**src/rtl/classifier_output_stage.sv**
```systemverilog
// Output stage for the four-perceptron layer: snapshots the neuron outputs on start,
// runs a sequential arg-max and presents results through a registered output mux.
module classifier_output_stage #(
  parameter bit SIGNED = 1'b1
) (
  input  logic       clk,
  input  logic       reset,
  input  logic [7:0] neuron0_output,
  input  logic [7:0] neuron1_output,
  input  logic [7:0] neuron2_output,
  input  logic [7:0] neuron3_output,
  input  logic       start,
  input  logic [1:0] out_sel,
  input  logic [1:0] byte_sel,
  output logic       busy,
  output logic       done,
  output logic [1:0] class_idx,
  output logic [7:0] network_outputs
);

  // state | meaning
  // IDLE  | waiting for start; results held stable
  // CMP   | one compare of snap[ptr] against the running best per edge
  // FIN   | commit best to the result registers, pulse done
  typedef enum logic [1:0] {IDLE, CMP, FIN} state_t;

  state_t     state_q;
  logic [7:0] snap_q [4];
  logic [7:0] best_val_q;
  logic [1:0] best_idx_q;
  logic [1:0] ptr_q;
  logic       busy_q;
  logic       done_q;
  logic [1:0] class_idx_q;
  logic [7:0] max_val_q;
  logic [3:0] onehot_q;
  logic [7:0] count_q;
  logic [7:0] net_out_q;

  logic [7:0] cand_d;
  logic       cand_gt_d;
  logic [7:0] net_out_d;

  assign cand_d = snap_q[ptr_q];
  // Strict compare keeps the lowest index on ties.
  assign cand_gt_d = SIGNED ? ($signed(cand_d) > $signed(best_val_q))
                            : (cand_d > best_val_q);

  always_comb begin
    net_out_d = 8'h00;
    case (out_sel)
      2'd0:    net_out_d = {onehot_q, 2'b00, class_idx_q};
      2'd1:    net_out_d = max_val_q;
      2'd2:    net_out_d = count_q;
      default: net_out_d = snap_q[byte_sel];
    endcase
  end

  always_ff @(posedge clk) begin
    if (reset) begin
      state_q     <= IDLE;
      for (int i = 0; i < 4; i++) snap_q[i] <= 8'h00;
      best_val_q  <= 8'h00;
      best_idx_q  <= 2'd0;
      ptr_q       <= 2'd0;
      busy_q      <= 1'b0;
      done_q      <= 1'b0;
      class_idx_q <= 2'd0;
      max_val_q   <= 8'h00;
      onehot_q    <= 4'h0;
      count_q     <= 8'h00;
      net_out_q   <= 8'h00;
    end else begin
      done_q    <= 1'b0;
      net_out_q <= net_out_d;
      case (state_q)
        IDLE: begin
          if (start) begin
            snap_q[0]  <= neuron0_output;
            snap_q[1]  <= neuron1_output;
            snap_q[2]  <= neuron2_output;
            snap_q[3]  <= neuron3_output;
            best_val_q <= neuron0_output;
            best_idx_q <= 2'd0;
            ptr_q      <= 2'd1;
            busy_q     <= 1'b1;
            state_q    <= CMP;
          end
        end
        CMP: begin
          if (cand_gt_d) begin
            best_val_q <= cand_d;
            best_idx_q <= ptr_q;
          end
          ptr_q <= ptr_q + 2'd1;
          if (ptr_q == 2'd3) state_q <= FIN;
        end
        FIN: begin
          class_idx_q <= best_idx_q;
          max_val_q   <= best_val_q;
          onehot_q    <= 4'b0001 << best_idx_q;
          count_q     <= count_q + 8'd1;
          done_q      <= 1'b1;
          busy_q      <= 1'b0;
          state_q     <= IDLE;
        end
        default: state_q <= IDLE;
      endcase
    end
  end

  assign busy            = busy_q;
  assign done            = done_q;
  assign class_idx       = class_idx_q;
  assign network_outputs = net_out_q;

endmodule

```
**config.mk**
```make
export PLATFORM = sky130hd
export DESIGN_NAME = classifier_output_stage
export DESIGN_NICKNAME = d
export VERILOG_FILES = /design/src/rtl/classifier_output_stage.sv
export SDC_FILE = /design/constraint.sdc
export NUM_CORES = 1
export LEC_CHECK = 0
export CAP_MARGIN = 40
export CORE_MARGIN = 2
export CORE_UTILIZATION = 38
export CTS_BUF_LIST = sky130_fd_sc_hd__clkbuf_2
export CTS_CLUSTER_DIAMETER = 120
export DETAILED_ROUTE_END_ITERATION = 12
export SETUP_SLACK_MARGIN = 0.2
export SYNTH_ARGS = -nofsm -noshare
export SYNTH_HDL_FRONTEND = slang
export SYNTH_SLANG_ARGS = --single-unit
export TNS_END_PERCENT = 30
```
**constraint.sdc**
```tcl
create_clock -name clk -period 2.8 [get_ports clk]
set_input_delay 0.56 -clock clk [delete_from_list [all_inputs] [get_ports clk]]
set_output_delay 0.56 -clock clk [all_outputs]
set_load 0.02 [all_outputs]
```
# Word-level counts from Yosys, hierarchy flattened
# Memory sizes are Yosys's and may differ from the RTL's. A register that Yosys moved wholly into a read port is not among the register bits.
# Cells that the tools add are included.
op_classes:
  add_sub_neg: 2
  order_cmp: 1
  n_eq_ne: 8
  shifts: 1
  mux: 26
  bitwise_logic: 4
  n_reduce_logical: 8
ops:
  columns: ["cell", "n"]
  rows:
  - ["8-bit two-way mux", 6]
  - ["8-bit case mux with 3 select lines", 1]
  - ["8-bit case mux with 2 select lines", 1]
  - ["2-bit two-way mux", 6]
  - ["2-bit case mux with 2 select lines", 3]
  - ["8-bit by 1-bit adder with 8-bit output, second input constant", 1]
  - ["8-bit > comparator", 1]
  - ["1-bit two-way mux", 8]
  - ["2-bit equality test, second input constant", 3]
  - ["2-bit inequality test, second input constant", 3]
  - ["2-bit AND reduction", 3]
  - ["2-bit by 1-bit equality test with 1-bit output, second input constant", 2]
  - ["2-bit logical NOT", 2]
  - ["1-bit OR", 4]
  - ["2-bit nonzero test", 2]
  - ["1-bit by 2-bit left shift with 4-bit output, first input constant", 1]
  - ["3-bit AND reduction", 1]
  - ["2-bit by 1-bit adder with 2-bit output, second input constant", 1]
  - ["1-bit case mux with 2 select lines", 1]
word_totals:
  reg_bits: 46
  mem_bits_rw: 32
  in_bits: 39
  output_inout_bits: 12
  word_cells: 62
  n_memories: 1
mem_list:
  columns: ["name", "depth", "width", "read_ports", "rd_ports_with_merged_regs", "write_ports", "line", "text"]
  rows:
  - ["snap_q", 4, 8, 2, 1, 4, "28", "logic [7:0] snap_q [4];"]

# Longest topological paths before layout
# Gate-level depths: netlist (run 1).
logic_depth:
  ltp_word: 5
  depth_mapped: 9
  mapped_depth_nobuf: 8

# Worst setup path after synthesis (run 1)
# OpenSTA, ideal clock, no wires.
synth_path:
  kind: "register -> register"
  startpoint: "reg with a tool-made name"
  endpoint: "reg best_val_q[0]"
  setup_time_ns: 0.121
  arrival_time_ns: 2.680
  t_required_ns: 2.679
  path_slack_ns: -0.001
  stages_incl_launch_ff: 9
  n_path_buf: 1
  synth_period_minus_slack_ns: 2.801
  path_cell_list: "dfxtp_1 > buf_2 > mux4_2 > ha_1 > or3b_1 > a211oi_2 > nor3_2 > a21oi_4 > mux2_2"
synth_lines:
  columns: ["element", "line", "text"]
  rows:
  - ["to (signal assigned)", "83", "best_val_q <= neuron0_output;"]
  - ["to (signal assigned)", "92", "best_val_q <= cand_d;"]
  - ["to (decl)", "29", "logic [7:0] best_val_q;"]

==> results of run 1 <==
-- area by class of cell --
cell class              instances  area, um2  area share (%)
flip-flops and latches         80       1930            41.2
well taps                     133        166            3.56
inverters                      11       41.3           0.883
multi-input cells             221       1820            38.8
clock buffers                  10       50.0            1.07
clock inverters                 6       60.1            1.28
repair buffers                 63        618            13.2
-- worst max-delay path, delay by kind of cell, from the launching register on --
kind                       cells  cell delay (ns)
buffers and inverters          1             0.15
and+or+nand+nor                1             0.39
adders and majority gates      1             0.29
DFF                            1             0.44
muxes                          2             0.81
AOI/OAI and AO/OA              3             0.49
-- worst paths after layout --
| path | startpoint | cells past startpoint | endpoint |
|---|---|---|---|
| worst min-delay path | onehot_q[1] | 2 | onehot_q[1] |
| worst max register to register | snap_q[2][7] | 8 | best_val_q[0] |
| worst max-delay path | snap_q[2][7] | 8 | best_val_q[0] |
| worst min register to register | onehot_q[1] | 2 | onehot_q[1] |
-- flip-flops by register name, indices dropped and copies added, names as in the netlist, named ones only --
signal / count
max_val_q: 8
onehot_q: 4
network_outputs: 8
state_q: 2
class_idx: 2
best_val_q: 8
ptr_q: 2
count_q: 8
done: 1
busy: 1
snap_q: 32
best_idx_q: 2
-- kinds of logic (layout without fill, tap and decap cells) --
logic type               after synthesis  count (layout)  synth area share (%)
buffers and inverters                 32              90                  3.33
adder cells (fa/ha/maj)               10              10                  3.30
AO/OA/AOI/OAI                         40              40                  6.60
XOR/XNOR                               5               5                  1.16
multiplexers                          39              39                  17.9
AND/OR/NAND/NOR                      127             127                  17.0
flip-flops                            80              80                  50.7
-- repair_timing --
item / CTS / global route
endpoints found under the setup margin: 10 / 10
gates resized for setup: 9 / 2
setup buffers: 2 / 1
pin swaps: 6 / 2
cloned: 0 / 0
-- routing by layer --
metal | routed length [um] | vias to the layer above
met5 | 0 | -
met4 | 63 | 0
met3 | 352 | 8
met2 | 3400 | 62
met1 | 3430 | 1188
li1 | - | 1284
-- stage by stage --
step,setup slack [ns],hold slack (ns),total power (uW)
2_1_floorplan,0.137,0.429,1640
3_3_place_gp,0.0829,0.437,1780
3_5_place_dp,0.0390,0.444,1790
4_1_cts,0.110,0.464,2410
5_1_grt,-0.0275,0.459,2530
6_report,0.108,0.463,2410
-- synthesized netlist by cell type, types with 7 or more instances --
library cell / number / area share, %
mux2i_1: 7 / 1.8
dfxtp_1: 48 / 25
mux2_2: 10 / 3.0
and2_1: 33 / 5.4
edfxtp_1: 32 / 25
a21oi_1: 25 / 3.3
ha_1: 10 / 3.3
mux4_2: 22 / 13
nand2_1: 33 / 3.3
nor2_1: 30 / 3.0
inv_1: 11 / 1.1
nor2b_1: 10 / 1.7
clkbuf_1: 11 / 1.1
-- power groups by stage --
| stage | combinational (uW) | sequential (uW) | clock [uW] |
|---|---|---|---|
| finish | 500 | 1320 | 592 |
| global route | 545 | 1330 | 661 |
| CTS | 483 | 1320 | 609 |
| detailed placement | 443 | 1340 | 0 |
| global placement | 436 | 1340 | 0 |
| floorplan | 305 | 1340 | 0 |
==> summary.txt, run 1 <==
Routing
  – Vias: 2542
  – DR WL/cell: 13.8 um
  – DRC: 0
  – Final WL: 7250 um
  – Remaining antenna violation count: 0
  – 1st-pass router iterations: 5
  – Initial DRC Count: 95
  – Via density: 4.85

Critical path
  – Critical Path RT: 3.20 ns
  – Startpoint Class: register
  – Critical-path cell list: mux4_2 -> ha_4 -> or3b_4 -> a21oi_2 -> o211ai_2 -> a21oi_4 -> buf_12 -> mux2_4
  – CP max stage cell: mux4_2
  – Largest stage delay, worst path: 0.52 ns
  – CP Capture Type: register
  – Reg2reg setup slack: 0.11 ns
  – Arr. time, crit path: 3.10 ns
  – Crit-path max FO: 8
  – Worst setup path category: register to register

Floorplanning
  – Die area: 10800 um2
  – Top Ports: 51
  – Die width: 104 um
  – CORE AREA: 9730 um2
  – Row cnt: 36
  – Die Y: 104 um
  – Initial core utilization: 39.0%

Power
  – P_sw: ~650 uW
  – Worst vdd ir: 0.224 mV
  – Clock share of power: 24.6%
  – Sequential share of power: 54.7%
  – LEAKAGE: roughly 0.0017 uW
  – Combinational Power Share: approximately a fifth
  – Internal Power: 1760 uW
  – Sw frac: 27.1%
  – PwrDens: a little over 500 nW/um2

CTS
  – Clock slew at reported path FFs: about 0.21 ns
  – Longest Clk Path Bufs: 2
  – Total number of clock tree sinks: 80
  – CTS Buf Count: 9
  – Clock Latency Late Sink: just over 0.5 ns
  – Hold-fix buffers at CTS: 0
  – H-tree levels: 3
  – Root Buffer: clkbuf_2
  – CTS tree: done

Global routing
  – Vias in the first global route: 2584
  – Total congestion overflow: 0
  – Met1 usage: 18.3%
  – Met2 global-route usage: between 20% and 30%
  – Gr usage total: between 10% and 20%
  – Initial antenna violation count: 0
  – Global-route wire length before repair: 12100 um
  – GR peak layer: met2
  – Pin count of the biggest net entering global routing: 33
  – Met3 GRT Util: under 10%

Layout
  – Final Net Count: 435
  – Cell area after layout: 4680 um2
  – Filler Cell Count: 950
  – Antenna diodes: 0
  – Commonest non-fill, non-tap cell in the layout: clkdlybuf4s50_1
  – Layout Cells excl Fill: 524
  – Most frequent cells in the layout: clkdlybuf4s50_1 (49), dfxtp_1 (47), nand2_1 (33), and2_1 (33), edfxtp_1 (32)
  – Post-layout util: 48.1%
  – Fraction of layout cells with a size suffix above 1: 18.9%
  – Synth-to-Final Area Change: 23.4%

Synthesis
  – Synth Flop Type: dfxtp_1
  – Number of flops mapped to enable cells by yosys: 32
  – Yosys warns: 0
  – Syn Nets: about 380
  – Register area share after synthesis: 50.7%
  – Mapped Cells: between 300 and 400
  – Ys async rst share: 0%
  – Mapped cell area: roughly 3800 um2
  – Syn Area/Cell: between 10 and 15 um2
  – Synth cell types: 38
  – #FFs+latches synth: 80

Place
  – Placed cells: between 500 and 600
  – DP HPWL: roughly 5400 um
  – DP Area: about 4500 um2
  – Final GP Congestion: 0.801
  – I/O Buffers: 50

Timing
  – Final slew viol count: 0
  – Tightest Pin Transition: about 0.66 ns
  – Fin crit period: 2.69 ns
  – Final Skew: around 0.028 ns
  – Setup violators final: 0
  – Fmax: around 0.37 GHz
  – Fin crit share: 96.1%
  – RSZ-0062 raised after global routing: true
  – Max-slew headroom at the worst pin: 55.8%
  – Final hold violation count: 0
  – Setup_tns: 0 ns

Run status
  – Status: finished, final reports clean

Job
  – Max-cap violations: 0

Hold path
  – Worst min path class: register to register
(Power assumes the default switching activity.)
==> run 2, diff against run 1 <==
--- a/config.mk
+++ b/config.mk
@@ -5,9 +5,10 @@
 export SDC_FILE = /design/constraint.sdc
 export NUM_CORES = 1
 export LEC_CHECK = 0
+export ABC_AREA = 1
 export CAP_MARGIN = 40
 export CORE_MARGIN = 2
-export CORE_UTILIZATION = 38
+export CORE_UTILIZATION = 30
 export CTS_BUF_LIST = sky130_fd_sc_hd__clkbuf_2
 export CTS_CLUSTER_DIAMETER = 120
 export DETAILED_ROUTE_END_ITERATION = 12
==> summary.txt, run 2 <==
Floorplanning
  – Top Ports: 51 (unchanged)
  – Initial core utilization: 30.8% (-8.2 points)
  – Die width: 118 um (+13%)
  – Row cnt: 41 (+14%)
  – CORE AREA: 12600 um2 (+30%)
  – Die area: 13900 um2 (+28%)
  – Die Y: 118 um (+13%)

Critical path
  – Largest stage delay, worst path: 0.72 ns (+0.20 ns)
  – CP Capture Point: best_val_q[0]
  – Crit Reg-Reg Endpoint: best_val_q[0]
  – Arr. time, crit path: 2.79 ns (-0.31 ns)
  – Crit-path max FO: 18 (+10)
  – Reg2reg setup slack: 0.47 ns (+0.36 ns)
  – CP max stage cell: dfxtp_1
  – Worst setup path category: register to register
  – CP Capture Type: register
  – Critical Path RT: 3.26 ns (+0.06 ns)
  – Critical-path cell list: nand3_1 -> nand2_1 -> inv_1 -> ha_1 -> a21o_1 -> nor2_2 -> nand2_1 -> nand2_1 -> nand3_2 -> nand2_4 -> nand2_1 -> nand2_1 -> nor2_1
  – Most common cell type on the critical path: nand2_1
  – Startpoint Class: register
  – Worst Reg-to-Reg Cells: 13 (+5)

Layout
  – Antenna diodes: 0 (unchanged)
  – Synth-to-Final Area Change: 18.9%
  – Fraction of layout cells with a size suffix above 1: 6.63% (-12 points)
  – Commonest non-fill, non-tap cell in the layout: nand2_1
  – Most frequent cells in the layout: nand2_1 (103), nor2_1 (81), inv_1 (74)
  – Register with the most flip-flops: snap_q
  – Final Net Count: 602 (+38%)
  – Max reg flops: 32 (unchanged)

Routing
  – Vias: 3294 (+30%)
  – 1st-pass router iterations: 4 (-1)
  – DRC: 0 (unchanged)
  – Via density: 4.51 (-7.0%)
  – Remaining antenna violation count: 0 (unchanged)
  – DR WL/cell: 12.5 um (-9.7%)
  – Final WL: 9120 um (+26%)
  – Initial DRC Count: 178 (+87%)

Global routing
  – Initial antenna violation count: 0 (unchanged)
  – Global-route wire length before repair: 14900 um (+23%)
  – Vias in the first global route: 3087 (+19%)
  – Total congestion overflow: 0 (unchanged)
  – Pin count of the biggest net entering global routing: 34 (+3.0%)
  – Gr usage total: 13.7% (-0.48 points)

Synthesis
  – Yosys warns: 0 (unchanged)
  – Synth cell types: 31 (-18%)
  – Multiplexer share of the synthesized area: 0% (-18 points)
  – Area fraction of the dominant cell type after synthesis: 24.8% (-0.60 points)
  – Combinational family with the most area after synthesis: simple AND/OR/NAND/NOR gates
  – Post-Synth Simple-Gate Area: 22.7% (+5.7 points)
  – Compound-cell area share of the yosys netlist: 14.0% (+7.4 points)
  – Mapped Cells: 508 (+53%)
  – Syn Nets: 557 (+46%)
  – Synth Flop Type: dfxtp_1
  – Top-count cell post-synth: nand2_1
  – Post-synth top area cell: dfxtp_1
  – Synth cell count leaders: nand2_1 (103), nor2_1 (81), inv_1 (74)
  – Ys async rst share: 0% (unchanged)
  – Adder-cell share of the synthesized area: 3.22% (-0.078 points)
  – Register area share after synthesis: 49.5% (-1.2 points)
  – Syn Area/Cell: 7.64 um2 (-33%)
  – Mapped cell area: 3880 um2 (+2.4%)
  – Xor/xnor cell area share of the yosys netlist: 0% (-1.2 points)
  – #FFs+latches synth: 80 (unchanged)
  – Top post-synthesis cells by area: dfxtp_1 (25%), edfxtp_1 (25%), nand2_1 (10%)
  – Number of flops mapped to enable cells by yosys: 32 (unchanged)

Power
  – Internal Power: 1660 uW (-5.3%)
  – Combinational Power Share: 23.8% (+3.1 points)
  – Sw frac: 32.6% (+5.5 points)
  – PwrDens: 534 nW/um2 (+3.7%)
  – Total power: 2460 uW (+2.3%)
  – Worst vdd ir: 0.162 mV (-28%)
  – LEAKAGE: 0.00198 uW (+16%)
  – Sequential share of power: 55.6% (+0.9 points)
  – Clock share of power: 20.6% (-4.0 points)
  – P_sw: 803 uW (+23%)

Job
  – Max-cap violations: 0 (unchanged)

CTS
  – Total number of clock tree sinks: 80 (unchanged)
  – Clock Latency Late Sink: 0.54 ns (+0.03 ns)
  – Longest Clk Path Bufs: 2 (unchanged)
  – CTS tree: done
  – Clock slew at reported path FFs: 0.21 ns (about the same)
  – CTS Buf Count: 9 (unchanged)
  – Resized Gates After CTS: 0 (-9)
  – H-tree levels: 3 (unchanged)
  – Hold-fix buffers at CTS: 0 (unchanged)
  – Root Buffer: clkbuf_2
  – Setup Buffers After CTS: 0 (-2)

Timing
  – Fin crit share: 83.3% (-13 points)
  – Setup_tns: 0 ns (unchanged)
  – Tightest Pin Transition: 0.558 ns (-0.105 ns)
  – Final Skew: 0.0181 ns (-0.00990 ns)
  – Fin crit period: 2.33 ns (-0.360 ns)
  – Fmax: 0.429 GHz (+15%)
  – Final slew viol count: 0 (unchanged)
  – Final hold violation count: 0 (unchanged)
  – Setup violators final: 0 (unchanged)
  – RSZ-0062 raised after global routing: false
  – Max-slew headroom at the worst pin: 62.7% (+6.9 points)

Run status
  – Status: finished, final reports clean

Place
  – I/O Buffers: 50 (unchanged)
  – DP HPWL: 6960 um (+28%)
  – Final GP Congestion: 0.877 (+9.6%)

Hold path
  – Worst min path class: register to register
## run 2: changes by cell type after synthesis, sizes merged, moves of 14 or more
cell / previous run / this run
and2: 33 / 0
nor2: 30 / 85
mux4: 22 / 0
o21ai: 4 / 46
inv: 11 / 80
nand2: 33 / 105
nand3: 3 / 17
## run 2: power groups by stage
stage          registers, uW  clock network (uW)  logic (uW)
2_1_floorplan           1370                   0         425
3_3_place_gp            1390                   0         580
3_5_place_dp            1400                   0         590
4_1_cts                 1370                 524         592
5_1_grt                 1380                 575         681
6_report                1370                 508         586
## run 2: layout make-up
cell class,instances,area (um2)
multi-input combinational,325,1550
timing repair buffer,56,546
clock buffer,12,60.1
fill,1392,8000
clock inverter,4,21.3
inverter,81,304
sequential,80,1920
tap,172,215
## run 2: how the worst min path moves through the flow
stage | start | to | slack (ns) | depth (start not counted)
final | max_val_q[7] | max_val_q[7] | 0.47 | 2
after detailed placement | max_val_q[7] | max_val_q[7] | 0.45 | 2
after global routing | max_val_q[7] | max_val_q[7] | 0.52 | 2
after global placement | max_val_q[7] | max_val_q[7] | 0.44 | 2
after CTS | max_val_q[7] | max_val_q[7] | 0.47 | 2
after floorplan | max_val_q[7] | max_val_q[7] | 0.42 | 2
## run 2: kinds of logic (layout without fill, tap and decap cells)
family                   after synthesis  after routing
flip-flops                            80             80
adder cells (fa/ha/maj)               10             10
buffers and inverters                103            153
AND/OR/NAND/NOR                      215            215
AO/OA/AOI/OAI                        100            100
## run 2: critical path: cells and delay by family, from the launching register on
family          cells  cell delay, ns
flops               1            0.72
compound gates      1            0.20
buf+inv             1            0.05
fa+ha+maj           1            0.32
simple gates       10            0.94
## run 2: layer usage
metal,track usage [%],vias to the layer above,share of wire (%)
met5,0,-,0
met4,6.40,0,3.2
met3,3.63,18,6.1
met2,23.0,80,47
met1,16.2,1479,44
li1,-,1717,-
## run 2: metrics by stage
step / std cells / hold slack [ns] / setup WS [ns] / area (um2) / utilization (%)
CTS: 730 / 0.471 / 0.474 / 4620 / 36.6
global placement: 714 / 0.441 / 0.551 / 4540 / 36.0
finish: 730 / 0.468 / 0.468 / 4620 / 36.6
floorplan: 508 / 0.424 / 0.680 / 3880 / -
detailed placement: 714 / 0.446 / 0.522 / 4540 / 36.0
global route: 730 / 0.518 / 0.202 / 4620 / 36.6
==> run 3, diff against run 2 <==
==> constraint.sdc (replaced) <==
create_clock -name clk -period 2.3 [get_ports clk]
set_input_delay 0.46 -clock clk [delete_from_list [all_inputs] [get_ports clk]]
set_output_delay 0.46 -clock clk [all_outputs]
set_load 0.02 [all_outputs]
==> summary.txt, run 3 (synthesis results as in run 2) <==
Critical path
  – Worst setup path category: register to register
  – Crit Reg-Reg Endpoint: best_val_q[5]
  – CP Capture Point: best_val_q[5]
  – Reg2reg setup slack: 0.20 ns (-0.27 ns)
  – Crit-path max FO: 6 (-12)
  – Worst Reg-to-Reg Cells: 18 (+5)
  – Startpoint Class: register
  – Critical Path RT: 2.81 ns (-0.45 ns)
  – Arr. time, crit path: 2.61 ns (-0.18 ns)
  – CP Capture Type: register

Timing
  – Tightest Pin Transition: 0.540 ns (-0.0182 ns)
  – Final slew viol count: 0 (unchanged)
  – Final Skew: 0.0345 ns (+0.0164 ns)
  – Setup_tns: 0 ns (unchanged)
  – Fmax: 0.475 GHz (+11%)
  – RSZ-0062 raised after global routing: true
  – Fin crit period: 2.10 ns (-0.228 ns)
  – Setup violators final: 0 (unchanged)
  – Final hold violation count: 0 (unchanged)
  – Max-slew headroom at the worst pin: 63.9% (+1.2 points)
  – Fin crit share: 91.5% (+8.2 points)

CTS
  – CTS tree: done
  – Root Buffer: clkbuf_2
  – CTS Buf Count: 9 (unchanged)
  – Longest Clk Path Bufs: 2 (unchanged)
  – Clock Latency Late Sink: 0.59 ns (+0.05 ns)
  – Total number of clock tree sinks: 80 (unchanged)
  – H-tree levels: 3 (unchanged)
  – Hold-fix buffers at CTS: 0 (unchanged)
  – Clock slew at reported path FFs: 0.25 ns (+0.04 ns)

Layout
  – Synth-to-Final Area Change: 29.2%
  – Final Net Count: 618 (+2.7%)
  – Post-layout util: 39.7% (+3.1 points)
  – Register with the most flip-flops: snap_q
  – Commonest non-fill, non-tap cell in the layout: nand2_1
  – Most frequent cells in the layout: nand2_1 (96), nor2_1 (78), inv_1 (69)
  – Layout Cells excl Fill: 746 (+2.2%)
  – Filler Cell Count: 1388 (-0.29%)
  – Total area of sequential cells: 1930 um2 (+0.26%)
  – Antenna diodes: 0 (unchanged)
  – Fraction of layout cells with a size suffix above 1: 14.6% (+8.0 points)
  – Max reg flops: 32 (unchanged)
  – Multi-input gate area: 1730 um2 (+11%)

Power
  – Combinational Power Share: 28.7% (+4.9 points)
  – Internal Power: 2270 uW (+37%)
  – PwrDens: 684 nW/um2 (+28%)
  – Clock share of power: 22.6% (+2.0 points)
  – P_sw: 1150 uW (+44%)
  – Sequential share of power: 48.7% (-6.9 points)
  – Sw frac: 33.7% (+1.1 points)
  – LEAKAGE: 0.00210 uW (+6.1%)
  – Worst vdd ir: 0.261 mV (+61%)

Global routing
  – Gr usage total: 14.1% (+0.39 points)
  – Vias in the first global route: 3260 (+5.6%)
  – Global-route wire length before repair: 15500 um (+3.6%)
  – Total congestion overflow: 0 (unchanged)
  – Initial antenna violation count: 0 (unchanged)
  – Pin count of the biggest net entering global routing: 33 (-2.9%)

Floorplanning
  – Die width: 118 um (unchanged)
  – Die Y: 118 um (unchanged)
  – Initial core utilization: 30.8% (unchanged)
  – Top Ports: 51 (unchanged)
  – Row cnt: 41 (unchanged)
  – Die area: 13900 um2 (unchanged)
  – CORE AREA: 12600 um2 (unchanged)

Routing
  – DRC: 0 (unchanged)
  – Via density: 4.61 (+2.2%)
  – Initial DRC Count: 216 (+21%)
  – 1st-pass router iterations: 5 (+1)
  – Final WL: 9770 um (+7.2%)
  – DR WL/cell: 13.1 um (+4.9%)
  – Vias: 3441 (+4.5%)
  – Remaining antenna violation count: 0 (unchanged)

Place
  – Placed cells: 720 (+0.84%)
  – DP HPWL: 7200 um (+3.4%)
  – I/O Buffers: 50 (unchanged)
  – Final GP Congestion: 0.832 (-5.2%)

Hold path
  – Worst min path class: register to register

Job
  – Max-cap violations: 0 (unchanged)

Run status
  – Status: finished, final reports clean
==> run 3: changes by cell type in the layout (fill, tap and decap cells not counted), sizes merged <==
cell and delta:
clkinv +1, inv +1, clkbuf -1, bufinv +1, buf +12, nand2 +2
==> run 3: repair_timing <==
action | 4_1_cts | 5_1_grt
pin swaps | 1 | 16
gates resized for setup | 3 | 34
endpoints found under the setup margin | 10 | 13
gates cloned | 2 | 2
setup buffers | 0 | 6
==> run 3: cell type report <==
cell class	count	area share [%]
Sequential cell	80	38.4
Multi-Input combinational cell	327	34.4
Timing Repair Buffer	70	14.5
Inverter	81	6.06
Tap cell	172	4.29
Clock inverter	7	1.42
Clock buffer	9	0.898
==> run 3: worst max-delay path, stage by stage (launching register included) <==
cell and delay (ns):
dfxtp_4 0.44, buf_6 0.14, a21oi_1 0.12, o21ai_1 0.09
nand2_1 0.11, inv_2 0.06, ha_4 0.21, nand2_2 0.07
inv_1 0.04, nand2_1 0.05, nand2_1 0.05, nand2_1 0.07
nand2_1 0.07, nand2_2 0.09, nand3_4 0.14, nand2_4 0.14
nand2_1 0.07, nand2_1 0.06, nor2_1 0.04
==> run 3: worst min-delay path by stage <==
stage,from,end,slack (ns),depth (start not counted)
floorplan,max_val_q[7],max_val_q[7],0.42,2
global placement,max_val_q[7],max_val_q[7],0.45,2
detailed placement,max_val_q[7],max_val_q[7],0.45,2
CTS,neuron3_output[6],snap_q[3][6],0.48,3
global route,neuron1_output[4],snap_q[1][4],0.43,3
finish,max_val_q[7],max_val_q[7],0.47,2
==> run 3: metrics by stage <==
| stage | worst slack [ns] | total power, uW | area (um2) | hold slack, ns |
|---|---|---|---|---|
| after floorplan | 0.205 | 2200 | 3900 | 0.424 |
| after global placement | 0.194 | 2440 | 4630 | 0.449 |
| after detailed placement | 0.137 | 2460 | 4630 | 0.449 |
| after CTS | 0.192 | 3250 | 4770 | 0.476 |
| after global routing | 0.0564 | 3640 | 5010 | 0.426 |
| final | 0.196 | 3430 | 5010 | 0.474 |
==> run 3: metal layers <==
metal,up-vias,global-route usage (%),wire length [um]
met4,0,3.61,145
met5,-,0,0
met1,1569,16.6,4190
met2,97,24.5,4800
li1,1761,-,-
met3,14,4.80,638
==> run 3: power groups by stage <==
| stage | Sequential [uW] | Clock [uW] | Combinational, uW |
|---|---|---|---|
| 3_5_place_dp | 1690 | 0 | 767 |
| 2_1_floorplan | 1670 | 0 | 528 |
| 3_3_place_gp | 1690 | 0 | 746 |
| 6_report | 1670 | 775 | 984 |
| 4_1_cts | 1660 | 786 | 801 |
| 5_1_grt | 1680 | 858 | 1100 |
